File: src/rtl/dir_pkg.sv
// rtl/dir_pkg.sv - shared constants and types for the direction-frame scheduler
package dir_pkg;

   localparam int FRAME_BYTES = 240;
   localparam int PAIRS       = 120;

   typedef enum logic [2:0] {
      DIR_H    = 3'b001,
      DIR_V    = 3'b010,
      DIR_ANTI = 3'b011,
      DIR_DIAG = 3'b100
   } dir_t;

   typedef enum logic [1:0] {
      S_IDLE,
      S_SEND,
      S_WAIT
   } sched_state_t;

endpackage

File: src/rtl/rr_arbiter.sv
// rtl/rr_arbiter.sv - combinational round-robin pick starting just after the last owner
module rr_arbiter
   import dir_pkg::*;
#(
   parameter int N_SRC = 2
) (
   input  logic [N_SRC-1:0] req,
   input  logic [1:0]       last,
   output logic [N_SRC-1:0] grant,
   output logic [1:0]       idx,
   output logic             found
);

   // Offset i walks the ring from last+1; the first requester met wins.
   always_comb begin
      grant = '0;
      idx   = '0;
      found = 1'b0;
      for (int i = 1; i <= N_SRC; i++) begin
         for (int j = 0; j < N_SRC; j++) begin
            if (!found && req[j] && (j == (int'(last) + i) % N_SRC)) begin
               found    = 1'b1;
               grant[j] = 1'b1;
               idx      = 2'(j);
            end
         end
      end
   end

endmodule

File: src/rtl/dir_frame_sched.sv
// rtl/dir_frame_sched.sv - frame scheduler sharing one direction detector among byte sources
module dir_frame_sched
   import dir_pkg::*;
#(
   parameter int N_SRC   = 2,
   parameter int TIMEOUT = 1023
) (
   input  logic                 i_clk,
   input  logic                 i_rst,
   input  logic [N_SRC-1:0]     i_req,
   input  logic [N_SRC-1:0]     i_valid,
   input  logic [8*N_SRC-1:0]   i_data,
   output logic [N_SRC-1:0]     o_ready,
   output logic [N_SRC-1:0]     o_grant,
   output logic                 o_det_enb,
   output logic [7:0]           o_det_data,
   output logic                 o_det_rst,
   input  logic                 i_det_valid,
   input  logic [2:0]           i_det_dir,
   output logic                 o_res_valid,
   output logic [2:0]           o_res_dir,
   output logic [1:0]           o_res_src,
   output logic [6:0]           o_res_idx,
   output logic                 o_res_last,
   output logic                 o_busy,
   output logic                 o_err
);

   localparam int WD_W = $clog2(TIMEOUT + 1);

   sched_state_t     state, state_nx;
   logic [N_SRC-1:0] grant_q;
   logic [1:0]       owner;
   logic [1:0]       last_idx;
   logic [7:0]       byte_cnt;
   logic [6:0]       res_cnt;
   logic [WD_W-1:0]  wd_cnt;

   logic [N_SRC-1:0] arb_grant;
   logic [1:0]       arb_idx;
   logic             arb_found;
   logic             hs, res_ok, progress, wd_expire, frame_sent, res_done;
   logic [7:0]       sel_data;

   rr_arbiter #(.N_SRC(N_SRC)) u_arb (
      .req   (i_req),
      .last  (last_idx),
      .grant (arb_grant),
      .idx   (arb_idx),
      .found (arb_found)
   );

   assign o_ready    = (state == S_SEND) ? grant_q : '0;
   assign o_grant    = grant_q;
   assign o_busy     = (state != S_IDLE);
   assign hs         = |(i_valid & o_ready);
   assign res_ok     = (state == S_WAIT) && i_det_valid;
   assign progress   = hs || res_ok;
   assign frame_sent = hs && (byte_cnt == 8'(FRAME_BYTES - 1));
   assign res_done   = res_ok && (res_cnt == 7'(PAIRS - 1));
   // Progress in the same cycle always beats an expiring watchdog.
   assign wd_expire  = (state != S_IDLE) && !progress && (wd_cnt == WD_W'(TIMEOUT - 1));

   always_comb begin
      sel_data = '0;
      for (int k = 0; k < N_SRC; k++) begin
         if (owner == 2'(k)) sel_data = i_data[8*k +: 8];
      end
   end

   always_ff @(posedge i_clk or posedge i_rst) begin
      if (i_rst) state <= S_IDLE;
      else       state <= state_nx;
   end

   always_comb begin
      state_nx = state;
      unique case (state)
         S_IDLE:  if (arb_found) state_nx = S_SEND;
         S_SEND:  if (frame_sent) state_nx = S_WAIT;
                  else if (wd_expire) state_nx = S_IDLE;
         S_WAIT:  if (res_done || wd_expire) state_nx = S_IDLE;
         default: state_nx = S_IDLE;
      endcase
   end

   always_ff @(posedge i_clk or posedge i_rst) begin
      if (i_rst) begin
         grant_q     <= '0;
         owner       <= '0;
         last_idx    <= 2'(N_SRC - 1);
         byte_cnt    <= '0;
         res_cnt     <= '0;
         wd_cnt      <= '0;
         o_det_enb   <= 1'b0;
         o_det_data  <= '0;
         o_det_rst   <= 1'b0;
         o_res_valid <= 1'b0;
         o_res_dir   <= '0;
         o_res_src   <= '0;
         o_res_idx   <= '0;
         o_res_last  <= 1'b0;
         o_err       <= 1'b0;
      end else begin
         o_det_enb   <= hs;
         o_res_valid <= res_ok;
         o_res_last  <= res_done;
         o_err       <= wd_expire;
         o_det_rst   <= wd_expire;
         if (hs) o_det_data <= sel_data;
         if (res_ok) begin
            o_res_dir <= i_det_dir;
            o_res_src <= owner;
            o_res_idx <= res_cnt;
         end

         if (state == S_IDLE || progress) wd_cnt <= '0;
         else if (!wd_expire)              wd_cnt <= wd_cnt + 1'b1;

         unique case (state)
            S_IDLE: if (arb_found) begin
               grant_q  <= arb_grant;
               owner    <= arb_idx;
               byte_cnt <= '0;
               res_cnt  <= '0;
            end
            S_SEND: if (hs) byte_cnt <= byte_cnt + 8'd1;
            S_WAIT: if (res_ok) res_cnt <= res_cnt + 7'd1;
            default: ;
         endcase

         // Both a completed frame and an abort hand priority past the owner.
         if (res_done || wd_expire) begin
            grant_q  <= '0;
            last_idx <= owner;
         end
      end
   end

endmodule

File: config.mk
export PLATFORM = sky130hd
export DESIGN_NAME = dir_frame_sched
export DESIGN_NICKNAME = d
export VERILOG_FILES = /design/src/rtl/dir_pkg.sv /design/src/rtl/rr_arbiter.sv /design/src/rtl/dir_frame_sched.sv
export SDC_FILE = /design/constraint.sdc
export NUM_CORES = 1
export LEC_CHECK = 0
export ABC_AREA = 1
export CORE_MARGIN = 1.5
export CORE_UTILIZATION = 30
export DETAILED_ROUTE_END_ITERATION = 16
export HOLD_SLACK_MARGIN = 0.05
export PLACE_DENSITY_LB_ADDON = 0.25
export RECOVER_POWER = 100
export SYNTH_ARGS = -nofsm -noshare
export SYNTH_HDL_FRONTEND = slang
export SYNTH_SLANG_ARGS = --single-unit
File: constraint.sdc
create_clock -name i_clk -period 2.03 [get_ports i_clk]
set_clock_uncertainty 0.15 [all_clocks]
set_input_delay 0.203 -clock i_clk [delete_from_list [all_inputs] [get_ports i_clk]]
set_output_delay 0.203 -clock i_clk [all_outputs]
set_load 0.1 [all_outputs]
==> results.py <==
metrics = {
    "grt": {
        "grt_pass1_wl_um": 10300,
        "antenna_found_initial": 0,
        "grt_max_degree": 23,
        "grt.overflow.total": 0,
        "grt_usage_pct": 14.3,
        "grt_pass1_vias": 2263,
    },
    "timing": {
        "tightest_slew_ns": 0.620,
        "rsz0062_at_grt": "no",
        "fin_crit_sh_pct": 89.4,
        "final-setup-viol-count": 0,
        "slew_headroom_pct": 58.6,
        "layout_min_cycle_time_ns": 1.81,
        "final.setup.worst_slack_ns": 0.216,
        "clock.fmax_ghz": 0.551,
        "final-max-slew-violation-count": 0,
        "whs_ns": 0.272,
        "fin_tns_setup_ns": 0,
        "hold_viol_final": 0,
    },
    "final_layout": {
        "drive_above_1_share_pct": 13.5,
        "multi_input_area_mm2": 0.00108,
        "seqCellArea_mm2": 0.00135,
        "final_common_cell": "nand2_1",
        "fin_nets": 421,
        "fillers": 856,
        "antenna_cells": 0,
        "layout_common_cells": "nand2_1, dfrtp_1, inv_1",
        "syn_to_final_growth_pct": 25.6,
        "stdcell_count": 497,
    },
    "detailed_routing": {
        "drt-wirelength-per-cell_um": 12.5,
        "wirelength_um": 6210,
        "drc": 0,
        "viasPerCell": 4.70,
        "drt_iter0_markers": 93,
        "first_pass_iters": 5,
        "drt.antenna.violating_nets": 0,
        "vias": 2336,
    },
    "worst_setup_path": {
        "cp.arrival_ns": 1.46,
        "timing.reg2reg.setup_slack_ns": 0.23,
        "r2r_start": "wd_cnt[0]",
        "cp-end-kind": "primary output",
        "worstSetupPathType": "flop to primary output",
        "cp-start-kind": "flop",
        "worst-path-max-fanout": 5,
        "rr_worst_depth": 8,
        "reg2reg_to": "wd_cnt[0]",
        "cp.required_ns": 1.68,
    },
    "floorplan": {
        "rows": 33,
        "die_x_um": 96.5,
        "io_pins": 56,
        "dieArea_mm2": 0.00932,
        "start_util_pct": 31.5,
        "core_mm2": 0.00834,
        "die_h_um": 96.5,
    },
    "pwr": {
        "total_power_mw": 3.65,
        "vdd_drop_max_uv": 393,
        "leakage_nw": 1.64,
        "pwr_density_cell_mw_per_mm2": 1110,
    },
    "clocking": {
        "ctsHoldBuffers": 1,
        "clockBufferDepth": 2,
        "cts_root_buf": "clkbuf_8",
        "clkSinkCount": 54,
        "cts.clk_slew.worst_paths_ns": 0.10,
        "cts_setup_buffers": 0,
        "insertion_delay_ns": 0.31,
        "cts_tree": "done",
        "htreeDepth": 2,
        "cts_buffers": 5,
        "cts.repair.resized": 0,
    },
    "run": {
        "maxCapViolCount": 0,
    },
    "place": {
        "dp.cells": 488,
        "hpwl_um": 4580,
        "pre_cts_ws_ns": 0.113,
        "gp_congestion": 0.781,
        "port_buffers": 54,
    },
    "yosys": {
        "syn-num-nets": 356,
        "yosysWarnings": 0,
        "ys_seq_elements": 54,
        "synthCells": 326,
        "synth.distinct_cells": 31,
        "syn_area_per_cell_um2": 8.05,
        "syn-cell-area_mm2": 0.00262,
        "ys_seq_area_share_pct": 51.5,
    },
    "worst_hold_path": {
        "min_to": "o_res_dir[2]",
        "worstHoldStart": "i_det_dir[2]",
        "holdPathStages": 3,
        "hp-class": "primary input to flop",
    },
    "run_status": {
        "outcome": "complete, no violations",
    },
}
[metal layers]
| metal | global-route usage (%) | up-vias | wire (um) | share of wire (%) |
|---|---|---|---|---|
| met3 | 2.74 | 9 | 387 | 6.2 |
| met1 | 18.7 | 1087 | 2930 | 47 |
| met2 | 23.9 | 58 | 2790 | 45 |
| li1 | - | 1182 | - | - |
| met4 | 4.35 | 0 | 89 | 1.4 |
| met5 | 0 | - | 0 | 0 |
[cells by family after synthesis]
family,Yosys count,synth area share [%]
and+or+nand+nor,174,28.9
xor gates and xnor gates,4,1.34
buffers and inverters,48,7.49
adders and majority gates,4,1.91
other,1,0.143
DFF,54,51.5
AOI/OAI and AO/OA,41,8.68
[power by group]
group | switching (mW) | internal (mW) | leakage [nW]
clock network | 0.357 | 0.275 | 0.0472
logic | 1.24 | 0.333 | 0.898
registers | 0.167 | 1.28 | 0.698
[metrics by stage]
step	utilization, %	cell area, um^2
after global placement	39.7	3310
after detailed placement	39.7	3310
after global routing	39.5	3290
after floorplan	-	2640
final	39.5	3290
after CTS	40.9	3410
[worst max-delay path, stage by stage (launching register included)]
cell and delay, ns:
dfrtp_1 0.42, inv_1 0.09, nor2_1 0.13, inv_1 0.13, nor2_4 0.10, buf_4 0.29
[worst max-delay path by stage]
| stage | from | to | slack (ns) | cells past startpoint |
|---|---|---|---|---|
| finish | state[0] | o_ready[1] | 0.22 | 5 |
| global route | wd_cnt[0] | wd_cnt[0] | 0.08 | 8 |
| CTS | state[0] | o_ready[0] | 0.28 | 5 |
| detailed placement | i_valid[0] | o_det_data[3] | 0.11 | 6 |
| global placement | i_valid[0] | o_det_data[4] | 0.11 | 6 |
| floorplan | o_grant[1] | byte_cnt[5] | 0.005 | 6 |
[flip-flops by register name, indices dropped and copies added, names as in the netlist]
signal	flops
byte_cnt	8
last_idx	1
o_det_data	8
o_det_enb	1
o_err	1
o_grant	2
o_res_dir	3
o_res_idx	7
o_res_last	1
o_res_src	1
o_res_valid	1
owner	1
res_cnt	7
state	2
wd_cnt	10
[Yosys cell counts (all sizes together)]
library cell | number | area (um^2)
nand2 | 91 | 349
dfrtp | 53 | 1330
inv | 40 | 150
nor2 | 37 | 151
nand3 | 26 | 135
o21ai | 22 | 114
nand4 | 10 | 62.6
a31oi | 9 | 56.3
a21oi | 7 | 35.0
buf | 5 | 35.0
nor3 | 5 | 25.0
ha | 4 | 50.1
nand3b | 3 | 22.5
xor2 | 3 | 26.3
clkbuf | 2 | 7.51
a22oi | 1 | 7.51
clkinv | 1 | 3.75
conb | 1 | 3.75
dfstp | 1 | 26.3
nor4 | 1 | 6.26
o211ai | 1 | 7.51
o21a | 1 | 7.51
or2 | 1 | 6.26
xnor2 | 1 | 8.76
[layout make-up]
class | count | share of cell area (%)
well taps | 105 | 3.99
clock inverters | 2 | 0.380
inverters | 41 | 4.67
clock buffers | 6 | 2.51
flip-flops and latches | 54 | 41.1
multi-input cells | 224 | 32.8
repair buffers | 65 | 14.6
No activity file was read; power rests on OpenSTA's default activity.
